**config.mk**
```make
export PLATFORM = sky130hd
export DESIGN_NAME = uart_tx_feeder
export DESIGN_NICKNAME = d
export VERILOG_FILES = /design/src/rtl/uart_pkg.sv /design/src/rtl/sync_fifo.sv /design/src/rtl/uart_tx_feeder.sv
export SDC_FILE = /design/constraint.sdc
export NUM_CORES = 1
export LEC_CHECK = 0
export ABC_AREA = 1
export ABC_CLOCK_PERIOD_IN_PS = 2600
export CORE_MARGIN = 4
export CORE_UTILIZATION = 30
export CTS_CLUSTER_DIAMETER = 50
export DETAILED_ROUTE_END_ITERATION = 7
export PLACE_DENSITY = 0.51
export RECOVER_POWER = 100
export SLEW_MARGIN = 15
export SYNTH_ARGS = -nofsm -noshare
export SYNTH_HDL_FRONTEND = slang
export SYNTH_SLANG_ARGS = --single-unit
export TNS_END_PERCENT = 5
```
**constraint.sdc**
```tcl
create_clock -name clock -period 2.6 [get_ports clock]
set_input_delay 0.65 -clock clock [delete_from_list [all_inputs] [get_ports clock]]
set_output_delay 0.65 -clock clock [all_outputs]
set_load 0.01 [all_outputs]
```
**src/rtl/uart_pkg.sv**
```systemverilog
// Shared UART definitions: data width and the TX feeder launch-state encoding.
package uart_pkg;

  localparam int unsigned DATA_W = 8;

  typedef enum logic {
    IDLE      = 1'b0,
    WAIT_DONE = 1'b1
  } tx_state_e;

endpackage

```
**src/rtl/sync_fifo.sv**
```systemverilog
// Single-clock FIFO with occupancy count and a sticky overflow flag.
// Meant to be reused as the RX FIFO feeding uart_rx fifo_full.
module sync_fifo
  import uart_pkg::*;
#(
  parameter  int unsigned DEPTH  = 16,
  parameter  int unsigned WIDTH  = DATA_W,
  localparam int unsigned ADDR_W = $clog2(DEPTH)
) (
  input  logic              clock,
  input  logic              reset,
  input  logic              wr_en,
  input  logic [WIDTH-1:0]  wr_data,
  input  logic              pop,
  input  logic              clear_flags,
  output logic [WIDTH-1:0]  rd_data,
  output logic              full,
  output logic              empty,
  output logic [ADDR_W:0]   count,
  output logic              overflow
);

  logic [WIDTH-1:0]  mem [DEPTH];
  logic [ADDR_W-1:0] wr_ptr;
  logic [ADDR_W-1:0] rd_ptr;
  logic              push_ok;
  logic              pop_ok;

  // Status comes from the registered count only, never from pointer compare.
  assign full    = (count == (ADDR_W + 1)'(DEPTH));
  assign empty   = (count == '0);
  assign push_ok = wr_en && !full;
  assign pop_ok  = pop && !empty;
  assign rd_data = mem[rd_ptr];

  always_ff @(posedge clock) begin
    if (push_ok) begin
      mem[wr_ptr] <= wr_data;
    end
  end

  always_ff @(posedge clock or posedge reset) begin
    if (reset) begin
      wr_ptr   <= '0;
      rd_ptr   <= '0;
      count    <= '0;
      overflow <= 1'b0;
    end else begin
      if (push_ok) begin
        wr_ptr <= wr_ptr + 1'b1;
      end
      if (pop_ok) begin
        rd_ptr <= rd_ptr + 1'b1;
      end
      case ({push_ok, pop_ok})
        2'b10:   count <= count + 1'b1;
        2'b01:   count <= count - 1'b1;
        default: count <= count;
      endcase
      // Set has priority over clear when both happen in one cycle.
      if (wr_en && full) begin
        overflow <= 1'b1;
      end else if (clear_flags) begin
        overflow <= 1'b0;
      end
    end
  end

endmodule

```
**src/rtl/uart_tx_feeder.sv**
```systemverilog
// Byte FIFO plus launch controller presenting one byte at a time to uart_tx,
// pacing launches on tx_done_tick and the tx_enable flow-control input.
module uart_tx_feeder
  import uart_pkg::*;
#(
  parameter  int unsigned DEPTH  = 16,
  localparam int unsigned ADDR_W = $clog2(DEPTH)
) (
  input  logic              clock,
  input  logic              reset,
  input  logic              wr_en,
  input  logic [DATA_W-1:0] wr_data,
  input  logic              tx_enable,
  input  logic              clear_flags,
  input  logic              tx_done_tick,
  output logic [DATA_W-1:0] tx_data,
  output logic              tx_start,
  output logic              tx_busy,
  output logic              full,
  output logic              empty,
  output logic [ADDR_W:0]   count,
  output logic              overflow
);

  tx_state_e         state_q, state_d;
  logic              tx_start_d;
  logic [DATA_W-1:0] tx_data_d;
  logic [DATA_W-1:0] rd_data;
  logic              pop;

  sync_fifo #(
    .DEPTH (DEPTH),
    .WIDTH (DATA_W)
  ) u_fifo (
    .clock       (clock),
    .reset       (reset),
    .wr_en       (wr_en),
    .wr_data     (wr_data),
    .pop         (pop),
    .clear_flags (clear_flags),
    .rd_data     (rd_data),
    .full        (full),
    .empty       (empty),
    .count       (count),
    .overflow    (overflow)
  );

  assign tx_busy = (state_q == WAIT_DONE);

  always_ff @(posedge clock or posedge reset) begin
    if (reset) begin
      state_q  <= IDLE;
      tx_start <= 1'b0;
      tx_data  <= '0;
    end else begin
      state_q  <= state_d;
      tx_start <= tx_start_d;
      tx_data  <= tx_data_d;
    end
  end

  // tx_start defaults low, so the launch pulse lasts exactly one cycle.
  always_comb begin
    state_d    = state_q;
    tx_start_d = 1'b0;
    tx_data_d  = tx_data;
    pop        = 1'b0;
    case (state_q)
      IDLE: begin
        if (!empty && tx_enable) begin
          pop        = 1'b1;
          tx_start_d = 1'b1;
          tx_data_d  = rd_data;
          state_d    = WAIT_DONE;
        end
      end
      WAIT_DONE: begin
        if (tx_done_tick) begin
          state_d = IDLE;
        end
      end
      default: state_d = IDLE;
    endcase
  end

endmodule

```
* Yosys cells after proc, flatten, opt, wreduce, memory -nomap -nowiden
Memory sizes are Yosys's and may differ from the RTL's. A register that Yosys moved wholly into a read port is not among the register bits.
Index checks and enable logic that the tools add are counted.
** Cells by class
- Add/sub/neg operators :: 4
- Eq/ne operators :: 3
- Multiplexer cells :: 9
- Bitwise operators :: 1
- Reductions and logical operators :: 10
** Operator list (number)
- one-hot mux 5 bit (2 select lines) :: 1
- adder 4 x 1 -> 4 bit (second input constant) :: 2
- 2-to-1 mux 1 bit :: 7
- adder 5 x 1 -> 5 bit (second input constant) :: 1
- equality test 5 bit (second input constant) :: 1
- logical NOT 5 bit :: 1
- subtractor 5 x 1 -> 5 bit (second input constant) :: 1
- logical AND 1 bit :: 4
- nonzero test 2 bit :: 2
- equality test 2 x 1 -> 1 bit (second input constant) :: 1
- equality test 2 bit (second input constant) :: 1
- logical NOT 1 bit :: 2
- one-hot mux 1 bit (2 select lines) :: 1
- AND reduction 2 bit :: 1
- NOT 1 bit :: 1
** Word-level totals
- Register bits after elaboration :: 16
- Bits in writable memories :: 128
- Bits of input ports :: 14
- Output and inout port bits :: 18
- Word-level logic and storage cells :: 34
- Memories :: 1
** Memory list
- u_fifo.mem :: words 16, width 8, rd ports 1, clocked after Yosys merged registers in 1, wr ports 1, line sync_fifo.sv:23 : logic [WIDTH-1:0] mem [DEPTH];

* Longest topological paths before layout
- Word-level depth :: 8
- Gate-level depth with buffers :: 16
- Depth with buffers taken out :: 15

* By module
From an unflattened synthesis, not the netlist that was laid out.
** Second synthesis, totals
- Cell total of the unflattened synthesis :: 671
- Area, all modules :: 6692.7 µm²
** Modules (own cells, without submodules)
- sync_fifo :: times used 1, cells each 630, area each 6283.5 µm²
- uart_tx_feeder :: times used 1, cells each 41, area each 409.1 µm²

* Worst setup path before layout
No wires, ideal clock.
- Path kind :: in2reg
- Start :: input tx_enable
- End :: register u_fifo.count[4]
- Data arrival time :: 2.168 ns
- Data required time :: 2.483 ns
- Setup slack :: 0.316 ns
- Cell stages on the path :: 15
- Cells stage by stage :: inv_1 -> nor2_1 -> nand2_2 -> inv_2 -> buf_6 -> ha_1 -> inv_1 -> fa_1 -> inv_1 -> nand2_1 -> nand2_1 -> a21oi_1 -> xor2_1 -> nand2_1 -> nand2_1
** Between the ends
- Cells in the longest elaborated chain, start to end :: 6
- Elaborated cells between the ends (all ways) :: 8
- Classes of those cells :: 2 x eq/ne; 3 x mux; 3 x reduce/logical
** RTL lines
- from (decl) :: line uart_tx_feeder.sv:13 : input logic tx_enable,
- logical AND 1 bit * :: line uart_tx_feeder.sv:70 : if (!empty && tx_enable) begin
- 2-to-1 mux 1 bit * :: line uart_tx_feeder.sv:70
- 2-to-1 mux 1 bit * :: line uart_tx_feeder.sv:68 : case (state_q)
- logical AND 1 bit * :: line sync_fifo.sv:33 : assign pop_ok = pop && !empty;
- via u_fifo.pop_ok :: line sync_fifo.sv:27 : logic pop_ok;
- equality test 2 x 1 -> 1 bit or equality test 2 bit (tied branches) :: line sync_fifo.sv:55 : case ({push_ok, pop_ok})
- one-hot mux 5 bit (2 select lines) or nonzero test 2 bit (tied branches)
- to (signal assigned) :: line sync_fifo.sv:56 : 2'b10: count <= count + 1'b1;
- to (signal assigned) :: line sync_fifo.sv:57 : 2'b01: count <= count - 1'b1;
- to (signal assigned) :: line sync_fifo.sv:58 : default: count <= count;
- to (decl) :: line sync_fifo.sv:19 : output logic [ADDR_W:0] count,
The timed path passes the listed nets; every way through them passes the cells marked *.
A chain may end at the register's enable or synchronous reset.

* Worst setup path in the final report
- Start :: register u_fifo.count[3]
- End :: output empty
** Between the ends
- Cells in the longest elaborated chain, start to end :: 1
** RTL lines
- logical NOT 5 bit :: line sync_fifo.sv:31 : assign empty = (count == '0);
- to (decl) :: line uart_tx_feeder.sv:20 : output logic empty,
Every way passes these cells.

==> summary.md <==
| Metric | Value |
|---|---|
| XOR/XNOR Fraction of Synth Area | 0.01034 |
| Internal power | 5.411 mW |
| Worst Reg-to-Reg Cells | 10 |
| Placed inst area | 7564 sq um |
| Pwr dens | between 1000 and 1500 nW/um^2 |
| Fin util | 0.3647 |
| Detail Route Antenna Nets | 0 |
| Die height | between 150 and 200 um |
| Setup violators final | 0 |
| Initial Util | 0.3076 |
| GRT Total Usage | 0.1312 |
| Final nets | around 760 |
| Synth cell types | 23 |
| Synth area leaders | edfxtp_1 (57%), nand2_1 (12%), dfrtp_1 (8.9%) |
| Vias in the first global route | between 4000 and 5000 |
| Maxcap violations | 0 |
| Worst R2R Start | u_fifo.rd_ptr[0]$_DFFE_PP0P_ |
| Post-Syn Area | between 6000 and 7000 sq um |
| Switching Share | 0.3697 |
| Clock Power Share | 0.279 |
| Switching power | between 3 and 4 mW |
| Clock skew | approximately 6.2 ps |
| Die width | 158.3 um |
| CP Capture Type | primary output |
| GR Overflow Total | 0 |
| Synth warnings | 0 |
| Synth Area in Simple Gates | 0.2113 |
| Leak | approximately 3.5 nW |
| R2R setup slack | 220 ps |
| Initial antenna violation count | 0 |
| Relative slew margins | 0.09483 |
| Total number of vias | between 4000 and 5000 |
| Mux contribution to synthesized area | 0 |
| Status | completed |
| Synthesized net count | around 700 |
| Fmax | ~400 MHz |
| Post-synth EDFFs | between 100 and 150 |
| CTS Root Cell | clkbuf_16 |
| First-pass GRT wire length | around 25000 um |
| Sequential-to-total area share from yosys stat | 0.6560 |
| Post-Synth Adder-Cell Area | 0.01958 |
| Comb pwr share | 0.348 |
| Post-DP HPWL | ~10000 um |
| Synthesized area per cell | around 10 sq um |
| Clock slew seen by the registers of the worst setup and hold paths | around 60 ps |
| Critical path class | reg -> out |
| Async S/R FF share, synth | 0.1579 |
| Share of cells above drive strength 1 | 0.06283 |
| WL per Instance | ~15 um |
| Count leader, synth | nand2_1 |
| Largest net degree at the start of global routing | 67 |
| Tcrit/Tclk final | 0.9525 |
| Top cell type's share of synthesized area | 0.5673 |
| Worst-case clock buffer depth | 2 |
| # DRC | 0 |
| Clock Latency Late Sink | between 400 and 500 ps |
| Data arrival, critical path | 1830 ps |
| H-tree depth | 4 |
| CTS tree | yes |
| Synth Area in Compound Gates | 0.008680 |
| Port Buf Inserts | 31 |
| Worst hold path depth | 2 |
| Most instantiated cells after synthesis | nand2_1 (216), edfxtp_1 (128), inv_1 (120), nand3_1 (101), dfrtp_1 (24) |
| Vias per cell | between 4 and 5 |
| Gp weighted congestion | between 0.8 and 0.9 |
| FP Rows | 54 |
| Worst Path Required | slightly below 2000 ps |
| Drt initial violations | about 340 |
| Fin crit period | about 2500 ps |
| Prevailing post-synth register cell | edfxtp_1 |
| Clock Sinks | 152 |
| Largest family of logic cells by synthesized area | simple AND/OR/NAND/NOR gates |
| Worst-case vdd ir drop | ~0.48 mV |
| Total Routed Length | roughly 16000 um |
| Fin. Hold Viols | 0 |
| Post-layout instance area | around 8000 sq um |
| Sequential fraction of design power | 0.374 |
| Hold Startpoint | tx_data[2]$_DFFE_PP0P_ |
| Boundary Pins | 32 |
| Critical Path Fanout Max | 4 |
| Slew at the pin closest to its max-slew limit | approximately 1400 ps |
| Ant. Diodes | 0 |
| Area growth syn-to-layout | 18.58% |
| CP Launch Type | register |
| Fill cells | 2212 |
| Yosys top cell by area | edfxtp_1 |
| TritonRoute pass-1 iters | 5 |
| Post-Syn Instances | 675 |
| Fin. max-slew vios | 0 |
| Placeable Area | around 22000 sq um |
| CTS Buf Count | 17 |
| R2r endpoint | tx_data[5]$_DFFE_PP0P_ |
| Worst hold path type | reg -> reg |
| Die area | between 20000 and 30000 sq um |
| Yosys reg bits | 152 |
| Min-Delay Endpoint | tx_data[2]$_DFFE_PP0P_ |
critical path, cell delays in order (launching register included):
cell and delay, ps:
dfrtp_1 410, nor2_2 120, nand3_1 80, or2_1 220, inv_1 50, clkdlybuf4s50_1 520
power groups by stage:
| stage | combinational (mW) | sequential, mW | clock (mW) |
|---|---|---|---|
| after floorplan | 1.96 | 3.25 | 0 |
| after global placement | 3.09 | 3.25 | 0 |
| after detailed placement | 3.12 | 3.25 | 0 |
| after CTS | 3.12 | 3.21 | 2.45 |
| after global routing | 3.38 | 3.25 | 2.54 |
| final | 2.99 | 3.21 | 2.39 |
state kept, by name, summed over array words and instances (netlist names):
| name | flops |
|---|---|
| tx_start | 1 |
| u_fifo.mem | 128 |
| tx_data | 8 |
| u_fifo.wr_ptr | 4 |
| tx_busy | 1 |
| u_fifo.overflow | 1 |
| u_fifo.rd_ptr | 4 |
| u_fifo.count | 5 |
how the worst max path moves through the flow:
stage | end | slack (ps) | cells after the start | startpoint
floorplan | u_fifo.count[4]$_DFFE_PP0P_ | 320 | 15 | tx_enable
global route | u_fifo.mem[3][4]$_DFFE_PP_ | -4 | 10 | u_fifo.count[3]$_DFFE_PP0P_
CTS | empty | 60 | 5 | u_fifo.count[3]$_DFFE_PP0P_
global placement | u_fifo.count[4]$_DFFE_PP0P_ | 40 | 15 | tx_enable
finish | empty | 120 | 5 | u_fifo.count[3]$_DFFE_PP0P_
detailed placement | u_fifo.count[4]$_DFFE_PP0P_ | 20 | 15 | tx_enable
logic make-up after synthesis:
group | Yosys count
AO/OA/AOI/OAI | 11
adder cells (fa/ha/maj) | 10
XOR/XNOR | 8
AND/OR/NAND/NOR | 341
flip-flops | 152
buffers and inverters | 153
area by class of cell:
cell class / instances / area, sq um / area share
clock inverter: 15 / 150.1 / 0.01869
sequential: 152 / 4447 / 0.5535
multi-input combinational: 370 / 1688 / 0.2101
tap: 280 / 350.3 / 0.04361
inverter: 125 / 469.2 / 0.05840
timing repair buffer: 69 / 504.2 / 0.06276
clock buffer: 17 / 425.4 / 0.05295
stage by stage:
step           instances  power, mW  setup WS [ps]  hold WS, ps  setup TNS [ps]
6_report            1028      8.585          123.6        477.9               0
5_1_grt             1028      9.165         -3.817        506.8          -11.36
4_1_cts             1026      8.779          57.87        485.5               0
3_5_place_dp         994      6.370          16.76        469.9               0
3_3_place_gp         994      6.342          44.12        465.5               0
2_1_floorplan        675      5.209          315.9        515.5               0
layout by cell type (no fill, tap or decap), types with 2 or more instances in the layout:
master           count
nand2_1            219
inv_2                2
edfxtp_1           128
inv_6                4
bufinv_16            2
clkdlybuf4s50_1     10
a21oi_1              2
o21ai_0              7
nor2_1               7
ha_1                 9
clkinvlp_4           4
inv_1              121
nand3_1            101
clkbuf_16           17
dlygate4sd3_1       21
dfrtp_1             22
clkinv_1             5
buf_2                3
buf_4                7
nor3_1              12
xnor2_1              2
dfrtp_2              2
xor2_1               6
clkbuf_1            25
what timing repair did:
action / 4_1_cts / 5_1_grt
setup buffers: 0 / 2
endpoints found under the setup margin: 0 / 2
hold buffers: 0 / 0
resized for setup: 0 / 3
metal layers:
metal	part of all wire	global-route usage
met5	0	0
met4	0.022	0.05037
met3	0.031	0.02555
met2	0.48	0.2085
met1	0.46	0.1786
Note: power is estimated with default switching activity, not from simulation.
